<file path="config.mk">
export PLATFORM = sky130hd
export DESIGN_NAME = irq_req_latch
export DESIGN_NICKNAME = d
export VERILOG_FILES = /design/src/rtl/irq_pkg.sv /design/src/rtl/irq_prio_sel.sv /design/src/rtl/irq_req_latch.sv
export SDC_FILE = /design/constraint.sdc
export NUM_CORES = 1
export LEC_CHECK = 0
export BUFFER_PORTS_ARGS = -buffer_cell sky130_fd_sc_hd__buf_4
export CAP_MARGIN = 0
export CORE_UTILIZATION = 52
export CTS_CLUSTER_DIAMETER = 120
export DETAILED_ROUTE_END_ITERATION = 8
export GPL_TIMING_DRIVEN = 1
export HOLD_SLACK_MARGIN = 0.12
export PLACE_DENSITY_LB_ADDON = 0.12
export SLEW_MARGIN = 25
export SYNTH_ARGS = -nofsm -noshare
export SYNTH_HDL_FRONTEND = slang
export SYNTH_SLANG_ARGS = --single-unit
</file>
<file path="constraint.sdc">
create_clock -name clk -period 2.2 [get_ports clk]
set_clock_uncertainty 0.15 [all_clocks]
set_input_delay 0.11 -clock clk [delete_from_list [all_inputs] [get_ports clk]]
set_output_delay 0.11 -clock clk [all_outputs]
set_load 0.05 [all_outputs]
</file>
<file path="src/rtl/irq_pkg.sv">
// Shared types and sizes for the interrupt request latch and its priority selector.
// No logic; no latency or backpressure of its own.
package irq_pkg;

  localparam int NUM_REQ   = 4;
  localparam int CODE_W    = 2;
  localparam int HOLDOFF_W = 4;

  typedef enum logic [1:0] {
    ST_IDLE    = 2'd0,
    ST_OFFER   = 2'd1,
    ST_HOLDOFF = 2'd2
  } state_t;

endpackage

</file>
<file path="src/rtl/irq_prio_sel.sv">
// Highest-set-index selector over the eligible request vector.
// Purely combinational: zero latency, no backpressure.
module irq_prio_sel
  import irq_pkg::*;
(
  input  logic [NUM_REQ-1:0] i_vec,
  output logic [CODE_W-1:0]  o_idx,
  output logic               o_any
);

  always_comb begin
    o_idx = '0;
    o_any = |i_vec;
    // Ascending scan so the highest set index is the last one written.
    for (int i = 0; i < NUM_REQ; i++) begin
      if (i_vec[i]) o_idx = CODE_W'(i);
    end
  end

endmodule

</file>
<file path="src/rtl/irq_req_latch.sv">
// Latches request rising edges and offers the highest unmasked pending index over valid/ready.
// Edge to code_valid takes 2 cycles; code is held until code_ready, then HOLDOFF idle cycles follow.
module irq_req_latch #(
  parameter int HOLDOFF = 2,
  parameter int NUM_REQ = 4
) (
  input  logic                       clk,
  input  logic                       rst_n,
  input  logic                       en,
  input  logic [NUM_REQ-1:0]         req,
  input  logic [NUM_REQ-1:0]         mask,
  input  logic                       clr_all,
  output logic                       code_valid,
  output logic [irq_pkg::CODE_W-1:0] code,
  input  logic                       code_ready,
  output logic [NUM_REQ-1:0]         pending,
  output logic                       overflow
);
  import irq_pkg::*;

  state_t               r_state;
  state_t               w_state_nxt;
  logic [NUM_REQ-1:0]   r_req_q;
  logic [NUM_REQ-1:0]   r_pending;
  logic [NUM_REQ-1:0]   w_rise;
  logic [NUM_REQ-1:0]   w_xfer_clr;
  logic [NUM_REQ-1:0]   w_pend_nxt;
  logic [NUM_REQ-1:0]   w_eligible;
  logic                 r_overflow;
  logic                 w_xfer;
  logic                 w_ovf_hit;
  logic                 w_sel_any;
  logic                 w_load_code;
  logic [CODE_W-1:0]    r_code;
  logic [CODE_W-1:0]    w_sel_idx;
  logic [HOLDOFF_W-1:0] r_hold_cnt;
  logic [HOLDOFF_W-1:0] w_hold_nxt;

  assign w_rise     = req & ~r_req_q;
  assign w_eligible = r_pending & ~mask;
  assign w_xfer     = code_valid & code_ready;

  always_comb begin
    w_xfer_clr = '0;
    if (w_xfer) w_xfer_clr[r_code] = 1'b1;
  end

  // A same-cycle edge re-sets a bit being consumed or cleared, so it is never counted as lost.
  assign w_ovf_hit  = |(w_rise & r_pending & ~w_xfer_clr);
  assign w_pend_nxt = (clr_all ? '0 : (r_pending & ~w_xfer_clr)) | w_rise;

  irq_prio_sel u_prio_sel (
    .i_vec (w_eligible),
    .o_idx (w_sel_idx),
    .o_any (w_sel_any)
  );

  always_comb begin
    w_state_nxt = r_state;
    w_hold_nxt  = r_hold_cnt;
    w_load_code = 1'b0;
    unique case (r_state)
      ST_IDLE: begin
        if (en && w_sel_any) begin
          w_state_nxt = ST_OFFER;
          w_load_code = 1'b1;
        end
      end
      ST_OFFER: begin
        if (code_ready) begin
          if (HOLDOFF > 0) begin
            w_state_nxt = ST_HOLDOFF;
            w_hold_nxt  = HOLDOFF_W'(HOLDOFF);
          end else begin
            w_state_nxt = ST_IDLE;
          end
        end
      end
      ST_HOLDOFF: begin
        w_hold_nxt = r_hold_cnt - HOLDOFF_W'(1);
        if (r_hold_cnt <= HOLDOFF_W'(1)) begin
          w_state_nxt = ST_IDLE;
          w_hold_nxt  = '0;
        end
      end
      default: begin
        w_state_nxt = ST_IDLE;
        w_hold_nxt  = '0;
      end
    endcase
  end

  always_ff @(posedge clk or negedge rst_n) begin
    if (!rst_n) begin
      r_state    <= ST_IDLE;
      r_hold_cnt <= '0;
      r_req_q    <= '0;
      r_pending  <= '0;
      r_overflow <= 1'b0;
      r_code     <= '0;
    end else begin
      r_state    <= w_state_nxt;
      r_hold_cnt <= w_hold_nxt;
      r_req_q    <= req;
      r_pending  <= w_pend_nxt;
      if (clr_all)        r_overflow <= 1'b0;
      else if (w_ovf_hit) r_overflow <= 1'b1;
      if (w_load_code)    r_code     <= w_sel_idx;
    end
  end

  // Decoded from state so an asynchronous reset withdraws an offer immediately.
  assign code_valid = (r_state == ST_OFFER);
  assign code       = r_code;
  assign pending    = r_pending;
  assign overflow   = r_overflow;

endmodule

</file>
## Yosys cells after proc, flatten, opt, wreduce, memory -nomap -nowiden

Index checks and enable logic that the tools add are counted.

- Bits in registers: 17
- Input bits: 13
- Output and inout bits: 8

- Add/sub/neg operators: 1
- Order comparisons: 3
- Equal/unequal tests: 5
- Multiplexer cells: 18
- Bitwise gates (word level): 11
- Reduce and logical (&&, ||, !) cells: 8

Operators by type and width:

| kind | number |
|---|---|
| AND 4 bit | 5 |
| 2-to-1 mux 4 bit | 4 |
| NOT 4 bit | 3 |
| one-hot mux 4 bit (3 select lines) | 1 |
| 2-to-1 mux 2 bit | 5 |
| OR reduction 4 bit | 2 |
| 2-to-1 mux 1 bit | 6 |
| one-hot mux 2 bit (3 select lines) | 1 |
| less-or-equal comparator 4 x 1 -> 1 bit, second input constant | 1 |
| != test 2 bit, second input constant | 2 |
| bitwise OR 4 bit | 1 |
| subtractor 4 x 1 -> 4 bit, second input constant | 1 |
| less-than comparator 2 x 3 -> 1 bit, second input constant | 1 |
| AND reduction 3 bit | 1 |
| demux 1 bit (select 2 bit) | 1 |
| equality test 2 x 1 -> 1 bit, second input constant | 1 |
| equality test 2 bit, second input constant | 1 |
| greater-or-equal comparator 2 x 1 -> 1 bit, second input constant | 1 |
| logical AND 1 bit | 2 |
| logical NOT 2 bit | 1 |
| != test 2 x 1 -> 1 bit, second input constant | 1 |
| AND reduction 2 bit | 1 |
| nonzero test 2 bit | 1 |
| AND 1 bit | 1 |
| NOT 1 bit | 1 |

## Depth between registers and ports, before layout

- Depth after elaboration: 10
- Mapped depth: 6

## By module

A second synthesis with hierarchy kept.

- Cells, all modules: 90
- Area, all modules: 920.9 µm²

Modules (own cells, without submodules):

| module | instances | cells an instance | area an instance (µm²) | sequential area each (µm²) |
|---|---|---|---|---|
| irq_req_latch | 1 | 86 | 897.1 | 425.4 |
| irq_prio_sel | 1 | 4 | 23.8 | 0.0 |

## Worst setup path after synthesis

No wires, ideal clock.

- Path type: register to register
- Start point: register r_state[1]
- End point: register r_state[0]
- Setup time: 0.128 ns
- Data arrival time: 1.786 ns
- Data required time: 1.922 ns
- Slack: 0.137 ns
- Stages on the path, launching flop included: 6
- Buffers on the path: 0
- Period minus slack after synthesis: 2.063 ns
- Cells stage by stage: dfrtp_1 > inv_1 > ha_1 > nor2b_1 > a2111oi_4 > mux2_1

- Word-level cells in the longest chain between the ends: 3
- Elaborated cells between the ends (all ways): 8
- Those cells by class: eq/ne (5); mux (1); reduce/logical (2)

Ends and longest elaborated chain:

| what | RTL line | source |
|---|---|---|
| start: declaration | irq_req_latch.sv:21 | `state_t r_state;` |
| start signal: assignment | irq_req_latch.sv:102 | `r_state <= w_state_nxt;` |
| equality test 2 x 1 -> 1 bit * | -- |  |
| net code_valid | irq_req_latch.sv:13 | `output logic code_valid,` |
| != test 2 x 1 -> 1 bit (no source line) | -- |  |
| AND reduction 3 bit (no source line) | -- |  |

Mark *: on every way through the listed nets, which the timed path passes. The rest lies on a longest branch.
A chain may end at the register's enable or synchronous reset.

## Final worst setup path

- Start point: register r_hold_cnt[1]
- End point: register r_state[1]

- Word-level cells in the longest chain between the ends: 3

Ends and longest elaborated chain:

| what | RTL line | source |
|---|---|---|
| start: declaration | irq_req_latch.sv:36 | `logic [HOLDOFF_W-1:0] r_hold_cnt;` |
| start signal: assignment | irq_req_latch.sv:103 | `r_hold_cnt <= w_hold_nxt;` |
| less-or-equal comparator 4 x 1 -> 1 bit | irq_req_latch.sv:81 | `if (r_hold_cnt <= HOLDOFF_W'(1)) begin` |
| != test 2 bit (no source line) | -- |  |
| AND reduction 3 bit (no source line) | -- |  |

Every way passes these cells.

==> results.sh <==
export IMPL_coreArea_um2=1708
export IMPL_place_area_um2=1125
export IMPL_layout_common_cells="buf_4, dfrtp_1, dlygate4sd3_1"
export IMPL_start_util=0.5524
export IMPL_drv_slew=0
export IMPL_wirelength_um=1956
export IMPL_critPathSlowestCell="dfrtp_1"
export IMPL_worstHoldPathType="primary input to register"
export IMPL_synth_distinct_cells=30
export IMPL_syn_avg_cell_area_um2=10.72
export IMPL_diodes=0
export IMPL_min_period_ps=2095
export IMPL_cts_buffers=3
export IMPL_grtUsageTotal=0.2320
export IMPL_clockBufferDepth=2
export IMPL_syn2layout_area_growth_pct=33.95
export IMPL_drive_gt1_frac=0.2439
export IMPL_synth_area_um2=943.4
export IMPL_synth_edf_count=0
export IMPL_overflow=0
export IMPL_hold_violations=0
export IMPL_worst_slew_pin_slew_ps=753.0
export IMPL_cts_tree="yes"
export IMPL_outcome="complete, no violations"
export IMPL_worstHoldStart="mask[0]"
export IMPL_grt_setup_unrepaired="no"
export IMPL_dp_hpwl_um=1361
export IMPL_cpPeakStageDelay_ps=410
export IMPL_clk_latency_ps=280
export IMPL_fmax_mhz=477.2
export IMPL_maxCapViolCount=0
export IMPL_multi_input_area_um2=483.0
export IMPL_final_common_cell="buf_4"
export IMPL_setup_viol=0
export IMPL_die_area_um2=1989
export IMPL_ios=21
export IMPL_synth_area_leaders="dfrtp_1, ha_1, a2111oi_4"
export IMPL_firstDrtPassIters=4
export IMPL_netlist_area_leader_share=0.4509
export IMPL_rows=15
export IMPL_yosysWarningCount=0
export IMPL_clk_pin_slew_worst_paths_ps=90
export IMPL_grt_pass1_vias=793
export IMPL_die_y_um=44.60
export IMPL_fin_setup_tns_ps=0
export IMPL_synth_seq_cells=17
export IMPL_cts_setup_buffers=0
export IMPL_cp_end_kind="register"
export IMPL_synthCells=88
export IMPL_die_w_um=44.60
export IMPL_fin_crit_sh=0.9525
export IMPL_ctsRootBufferMaster="clkbuf_4"
export IMPL_crit_start="r_hold_cnt[1]"
export IMPL_synth_largest_area_cell="dfrtp_1"
export IMPL_cp_cell_sequence="inv_1, ha_1, nor2_1, o31a_1, a2111oi_4, mux2_1"
export IMPL_power_leakage_nw=0.5795
export IMPL_portBuffers=20
export IMPL_grt_max_degree=18
export IMPL_relSlewSlack=0.4963
export IMPL_cp_required_ps=2220
export IMPL_vdd_ir_drop_max_uv=998.0
export IMPL_cp_arrival_ps=2110
export IMPL_pwr_density_cell_nw_per_um2=1003
export IMPL_async_flop_share=1.000
export IMPL_final_seq_area_um2=425.4
export IMPL_design_area_um2=1264
export IMPL_h_tree_depth=1
export IMPL_critPathLaunchType="register"
export IMPL_gp_congestion=0.8549
export IMPL_path_class="register to register"
export IMPL_cp_max_fo=4
export IMPL_cp_top_family="compound AO/OA/AOI/OAI gates"
export IMPL_timing_rr_start="r_hold_cnt[1]"
export IMPL_ys_seq_area_frac=0.4509
export IMPL_clock_sinks=17
export IMPL_synthFlopType="dfrtp_1"
export IMPL_viasPerCell=5.676
export IMPL_fill_cells=121
export IMPL_syn_nets=108
export IMPL_final_nets=144
export IMPL_drc=0
export IMPL_ant_nets=0
export IMPL_grt_first_pass_wirelength_um=3312
export IMPL_path_buf_inv=1
export IMPL_antenna_found_initial=0
export IMPL_wl_per_cell_um=13.22
export IMPL_drt_initial_drc_count=34
export IMPL_num_vias=840
layout make-up:
type / count / area share
multi-input cells: 61 / 0.3822
well taps: 25 / 0.02475
repair buffers: 31 / 0.2059
clock buffers: 4 / 0.02079
flip-flops and latches: 17 / 0.3366
inverters: 10 / 0.02970
routing by layer:
layer  share of wire  GRT usage  wire length, um
met1            0.45     0.2950              878
met2            0.49     0.3941              960
met4           0.021     0.1030               42
met5               0          0                0
met3           0.038    0.02857               75
worst register-to-register path, cell delays in order, from the launching register on:
cell	delay, ps
dfrtp_1	410
inv_1	120
ha_1	210
nor2_1	50
o31a_1	310
a2111oi_4	380
mux2_1	360
path summary, 6_finish.rpt:
kind	endpoint	slack (ps)	cells past startpoint
max in group asynchronous	r_state[0]	610	3
max	r_state[1]	100	6
min reg2reg	pending[1]	310	1
max reg2reg	r_state[1]	100	6
min in group asynchronous	pending[0]	820	3
min	code[1]	120	5
state kept, by name, indices dropped and copies added, names as in the netlist:
name	cells
r_req_q	4
r_hold_cnt	4
code	2
pending	4
overflow	1
r_state	2
stage by stage:
step | setup slack [ps] | util | hold WS, ps | power (mW) | cells
floorplan | 136.9 | - | -335.6 | 0.9025 | 88
global placement | 234.0 | 0.6586 | -165.8 | 1.051 | 133
detailed placement | 158.2 | 0.6586 | -166.0 | 1.065 | 133
CTS | 96.39 | 0.7385 | 123.6 | 1.257 | 148
global route | 18.53 | 0.7399 | 184.0 | 1.350 | 148
finish | 104.5 | 0.7399 | 123.1 | 1.267 | 148
logic make-up after synthesis:
kind of cell | count (synthesis) | share of synthesized area
multiplexers | 2 | 0.02387
AO/OA/AOI/OAI | 26 | 0.2281
AND/OR/NAND/NOR | 26 | 0.1645
flip-flops | 17 | 0.4509
buffers and inverters | 10 | 0.03979
adder cells (fa/ha/maj) | 7 | 0.09283
report_power, final:
group	internal [mW]	total (mW)	switching (mW)
sequential	0.373	0.440	0.0667
clock	0.0703	0.164	0.0936
combinational	0.272	0.663	0.392
cell usage after synthesis, types with 3 or more instances:
cell / instances
a21oi_1: 4
a32o_1: 4
dfrtp_1: 17
ha_1: 7
inv_1: 10
nand2_1: 4
nand3_1: 3
nor2_1: 4
o21ai_0: 8
what timing repair did:
item | 4_1_cts | 5_1_grt
setup endpoints to repair | 0 | 1
resized for setup | 0 | 1
endpoints found under the hold margin | 28 | 0
hold buffers | 11 | 0
(Power assumes the default switching activity.)
